===== config.mk =====
export PLATFORM = sky130hd
export DESIGN_NAME = stack_cpu_sequencer
export DESIGN_NICKNAME = d
export VERILOG_FILES = /design/src/rtl/stack_cpu_sequencer.sv
export SDC_FILE = /design/constraint.sdc
export NUM_CORES = 1
export LEC_CHECK = 0
export BUFFER_PORTS_ARGS = -buffer_cell sky130_fd_sc_hd__buf_2
export CAP_MARGIN = 20
export CORE_ASPECT_RATIO = 0.7
export CORE_MARGIN = 2
export CORE_UTILIZATION = 36
export CTS_BUF_LIST = sky130_fd_sc_hd__clkbuf_8
export DETAILED_ROUTE_END_ITERATION = 6
export PLACE_DENSITY_LB_ADDON = 0.2
export SYNTH_ARGS = -nofsm -noshare
export SYNTH_HDL_FRONTEND = slang
export SYNTH_SLANG_ARGS = --single-unit

===== constraint.sdc =====
create_clock -name clk -period 2.6 [get_ports clk]
set_clock_uncertainty 0.15 [all_clocks]
set_input_delay 0.13 -clock clk [delete_from_list [all_inputs] [get_ports clk]]
set_output_delay 0.13 -clock clk [all_outputs]
set_load 0.02 [all_outputs]

===== src/rtl/stack_cpu_sequencer.sv =====
// Host-side sequencer for the nibble-serial stack core: replays accepted instructions
// onto the core's reset line and 4-bit input bus, inserting NOOP filler when idle.
module stack_cpu_sequencer #(
    parameter int RST_CYCLES = 2
) (
    input  logic       clk,
    input  logic       rst,
    input  logic       cmd_valid,
    output logic       cmd_ready,
    input  logic [3:0] cmd_op,
    input  logic [3:0] cmd_arg,
    output logic       cpu_rst,
    output logic [3:0] cpu_inbits,
    output logic       busy,
    output logic       retire
);

    localparam logic [1:0] ST_RESET = 2'd0;
    localparam logic [1:0] ST_FETCH = 2'd1;
    localparam logic [1:0] ST_EXEC  = 2'd2;
    localparam logic [3:0] RST_CNT  = 4'(RST_CYCLES - 1);

    logic [1:0] state, state_d;
    logic [3:0] cnt, cnt_d;
    logic [3:0] op_q, op_d;
    logic [3:0] arg_q, arg_d;
    logic       user_q, user_d;
    logic       load_point;
    logic       accept;

    // Number of EXEC cycles the core spends on each opcode; unknown ops behave as NOOP.
    function automatic logic [3:0] exec_len(input logic [3:0] op);
        case (op)
            4'h1, 4'h2, 4'h5, 4'h6, 4'h7, 4'h8: exec_len = 4'd2;
            4'h9:                               exec_len = 4'd3;
            default:                            exec_len = 4'd1;
        endcase
    endfunction

    assign load_point = ((state == ST_RESET) || (state == ST_EXEC)) && (cnt == 4'd0);
    assign cmd_ready  = load_point && !rst;
    assign accept     = cmd_ready && cmd_valid;
    assign busy       = user_q && ((state == ST_FETCH) || (state == ST_EXEC));

    always_comb begin
        state_d = state;
        cnt_d   = cnt;
        op_d    = op_q;
        arg_d   = arg_q;
        user_d  = user_q;
        case (state)
            ST_RESET: begin
                if (cnt == 4'd0) state_d = ST_FETCH;
                else             cnt_d   = cnt - 4'd1;
            end
            ST_FETCH: begin
                state_d = ST_EXEC;
                cnt_d   = exec_len(op_q) - 4'd1;
            end
            ST_EXEC: begin
                if (cnt == 4'd0) state_d = ST_FETCH;
                else             cnt_d   = cnt - 4'd1;
            end
            default: begin
                state_d = ST_RESET;
                cnt_d   = RST_CNT;
            end
        endcase
        // Without a pending command the load point queues a NOOP so the core never idles on garbage.
        if (load_point) begin
            op_d   = accept ? cmd_op  : 4'h0;
            arg_d  = accept ? cmd_arg : 4'h0;
            user_d = accept;
        end
    end

    // Core-facing outputs are registered from next-state values so they line up with the state.
    always_ff @(posedge clk) begin
        if (rst) begin
            state      <= ST_RESET;
            cnt        <= RST_CNT;
            op_q       <= 4'h0;
            arg_q      <= 4'h0;
            user_q     <= 1'b0;
            cpu_rst    <= 1'b1;
            cpu_inbits <= 4'h0;
            retire     <= 1'b0;
        end else begin
            state   <= state_d;
            cnt     <= cnt_d;
            op_q    <= op_d;
            arg_q   <= arg_d;
            user_q  <= user_d;
            cpu_rst <= (state_d == ST_RESET);
            case (state_d)
                ST_FETCH: cpu_inbits <= op_d;
                ST_EXEC:  cpu_inbits <= arg_d;
                default:  cpu_inbits <= 4'h0;
            endcase
            retire <= (state == ST_EXEC) && (cnt == 4'd0) && user_q;
        end
    end

endmodule


==> results.yml <==
sta:
  timing.final.hold_violations: 0
  timing.slew.headroom: 0.631
  timing.final.crit_share: 0.905
  fmax_ghz: 0.425
  fin_tns_setup_ps: 0
  final.min_clock_period_ps: 2350
  grt_setup_unrepaired: "false"
  final-setup-viol-count: 0
  actual_transition_at_the_worst_max_transition_pin_ps: 552
  finalMaxSlewViolations: 0
  worst_hold_slack_ps: 79.8
synth:
  synth-warning-count: 0
  simple_gate_share_of_the_synthesized_area: 0.254
  syn_area_sq_um: 991
  synth_largest_area_cell: "sky130_fd_sc_hd__dfxtp_1"
  post_synth_xor_area_fraction: 0
  yosys.cell_types.count: 29
  portion_of_synthesized_cell_area_occupied_by_the_leading_cell_type: 0.424
  synth_fa_ha_area_frac: 0.0884
  synth_top_family_by_area: "simple AND/OR/NAND/NOR gates"
  synth_mux_area_frac: 0
  synth_nets: 137
  post_synth_inst_count: 119
  seq_area_frac_synth: 0.424
  synth_compound_area_frac: 0.198
  postSynthAreaPerCell_sq_um: 8.33
  yosys-top-cells-area: "sky130_fd_sc_hd__dfxtp_1 42%, sky130_fd_sc_hd__ha_1 8.8%, sky130_fd_sc_hd__nor2b_1 6.3%"
  synth-seq-cells: 21
clocking:
  cts.sinks: 21
  cts.path.max_buffers: 2
  tritoncts.num_buffers: 3
  cts.reportedPaths.clkPinSlew_ps: 80
  ctsRootBufferMaster: "sky130_fd_sc_hd__clkbuf_8"
  clkLatencyLatePin_ps: 260
  cts_tree: "done"
  htree_levels: 1
  cts-resized-gates: 0
floorplanning:
  floorplan.core_area_sq_um: 2530
  placement_rows: 15
  floorplan.initialDensity: 0.391
  die_area_sq_um: 3200
  floorplan.io_pins: 19
  die_height_microns: 47.9
  die_w_microns: 66.7
final_layout:
  layout-area-overhead-vs-synth_pct: 18.4
  final.fill_count: 275
  drive_gt1_frac: 0.186
  postLayoutCoreUtil: 0.463
  finish.net_count: 159
  finish.cell_count_without_fillers: 174
  register_area_sq_um: 420
  multiInputGateArea_sq_um: 536
  antenna_cells: 0
  design_area_sq_um: 1170
setup_path:
  critPathSlowestCell: "sky130_fd_sc_hd__dfxtp_1"
  setup.reg_to_reg.worst_slack_ps: 250
  cp_cell_sequence: "inv_1 > ha_1 > or2_4 > a211oi_1 > a22oi_1 > ha_1 > or3_1 > a21oi_1"
  reg2reg_from: "state[0]$_SDFF_PP0_"
  critical_path.reg2reg.endpoint: "cnt[2]$_SDFFE_PP0P_"
  critical_path.startpoint_type: "flop"
  crit_top_cell: "sky130_fd_sc_hd__ha_1"
  timing.setup.critical_path_class: "reg -> reg"
  worstPathMaxFanout: 9
  r2r_cells: 8
  worstSetupStartpoint: "state[0]$_SDFF_PP0_"
  cp.arrival_ps: 2400
  crit_path_max_incr_delay_ps: 470
  endpoint_kind: "flop"
  worst-endpoint-required_ps: 2650
global_route:
  vias_in_the_first_global_route: 816
  grt_max_degree: 19
  grt_first_pass_wirelength_mm: 3.70
  antenna_found_initial: 0
  groute.usage.overall: 0.161
  global_route.overflow_total: 0
power_and_ir_drop:
  vdd_ir_drop_max_v: 0.000463
  p_leak_nw: 0.482
  power.density_nw_per_um2: 1050
route:
  viasPerCell: 4.98
  count_of_vias_placed_by_the_detailed_router: 866
  detail_route.wirelength_mm: 2.33
  postRouteAntennaNets: 0
  drt_first_iter_violations: 35
  drcViolationCount: 0
  wire_per_inst_microns: 13.4
  detail_route.first_pass.iterations: 6
worst_hold_path:
  min_delay_worst_endpoint: "state[1]$_SDFF_PP0_"
  hold-path-cell-count: 2
  hold_path_class: "in -> reg"
  min-delay-start: "rst"
run_status:
  outcome: "complete, no violations"
placement:
  post-dp-hpwl_mm: 1.71
  place.detailed.instances: 169
  postPlaceCellArea_sq_um: 1120
  io_buffer_count: 18
  gp_routability_congestion: 0.748
flow_run:
  max-cap-violations: 0
[stage by stage]
| step | worst slack, ps | power, mW |
|---|---|---|
| 2_1_floorplan | 474 | 0.843 |
| 3_3_place_gp | 391 | 0.997 |
| 3_5_place_dp | 291 | 1.02 |
| 4_1_cts | 258 | 1.24 |
| 5_1_grt | 28.7 | 1.33 |
| 6_report | 246 | 1.23 |
[power breakdown]
part           internal (mW)  total (mW)  switching (mW)
logic                  0.214       0.588           0.373
registers              0.379       0.428          0.0489
clock network          0.105       0.214           0.108
[logic make-up (layout without fill, tap and decap cells)]
kind of cell,after synthesis,count (layout)
simple gates,49,49
compound gates,33,33
flops,21,21
buf+inv,9,30
fa+ha+maj,7,7
[metal layers]
layer / global-route usage / up-vias / wire length, microns
li1: - / 452 / -
met1: 0.205 / 390 / 1170
met2: 0.262 / 22 / 1020
met3: 0.0565 / 2 / 131
met4: 0.0490 / 0 / 9
met5: 0 / - / 0
[worst max-delay path by stage]
stage                           to  slack [ps]  cells past startpoint
2_1_floorplan  cnt[2]$_SDFFE_PP0P_         470                      8
3_3_place_gp   cnt[2]$_SDFFE_PP0P_         390                      8
3_5_place_dp   cnt[2]$_SDFFE_PP0P_         290                      8
4_1_cts        cnt[2]$_SDFFE_PP0P_         260                      8
5_1_grt        cnt[2]$_SDFFE_PP0P_          30                      8
6_report       cnt[2]$_SDFFE_PP0P_         250                      8
[cell usage in the layout (no fill, tap or decap), drive strengths merged, types with 2 or more instances in the layout]
cell / synthesis / layout
clkbuf: 1 / 3
or3: 2 / 2
inv: 6 / 7
dfxtp: 21 / 21
o21ai: 19 / 19
nor3: 4 / 4
a21oi: 5 / 5
nor2: 13 / 13
a22oi: 5 / 5
buf: 2 / 19
nor2b: 10 / 10
nand2: 12 / 12
or2: 2 / 2
ha: 7 / 7
[registers in the layout (all words and copies together) (netlist names)]
| name | count |
|---|---|
| state | 2 |
| user_q | 1 |
| cpu_rst | 1 |
| cpu_inbits | 4 |
| retire | 1 |
| op_q | 4 |
| cnt | 4 |
| arg_q | 4 |
[cell type report]
cell class / count / area share
Clock buffer: 3 / 0.0352
Clock inverter: 1 / 0.00320
Inverter: 6 / 0.0192
Multi-Input combinational cell: 89 / 0.456
Sequential cell: 21 / 0.358
Tap cell: 34 / 0.0362
Timing Repair Buffer: 20 / 0.0917
[cell usage after synthesis (all sizes together)]
cell type   n
a311o       1
clkbuf      1
a22oi       5
and3b       1
buf         2
ha          7
or3         2
a211oi      1
nor2       13
nor4        1
or4         1
o311a       1
a21oi       5
nor2b      10
dfxtp      21
o21ai      19
or4b        1
o211ai      1
nor3        4
inv         6
nand2      12
or2         2
and2        1
nand2b      1
[worst max-delay path, delay by kind of cell, from the launching register on]
family | cells | cell delay (ps)
AO/OA/AOI/OAI | 3 | 520
adder cells (fa/ha/maj) | 2 | 460
buffers and inverters | 1 | 110
flip-flops | 1 | 470
AND/OR/NAND/NOR | 2 | 590
[what timing repair did]
item | 4_1_cts | 5_1_grt
buffers inserted | 0 | 0
endpoints found under the hold margin | 1 | 0
hold buffers | 1 | 0
Note: power is estimated with default switching activity, not from simulation.
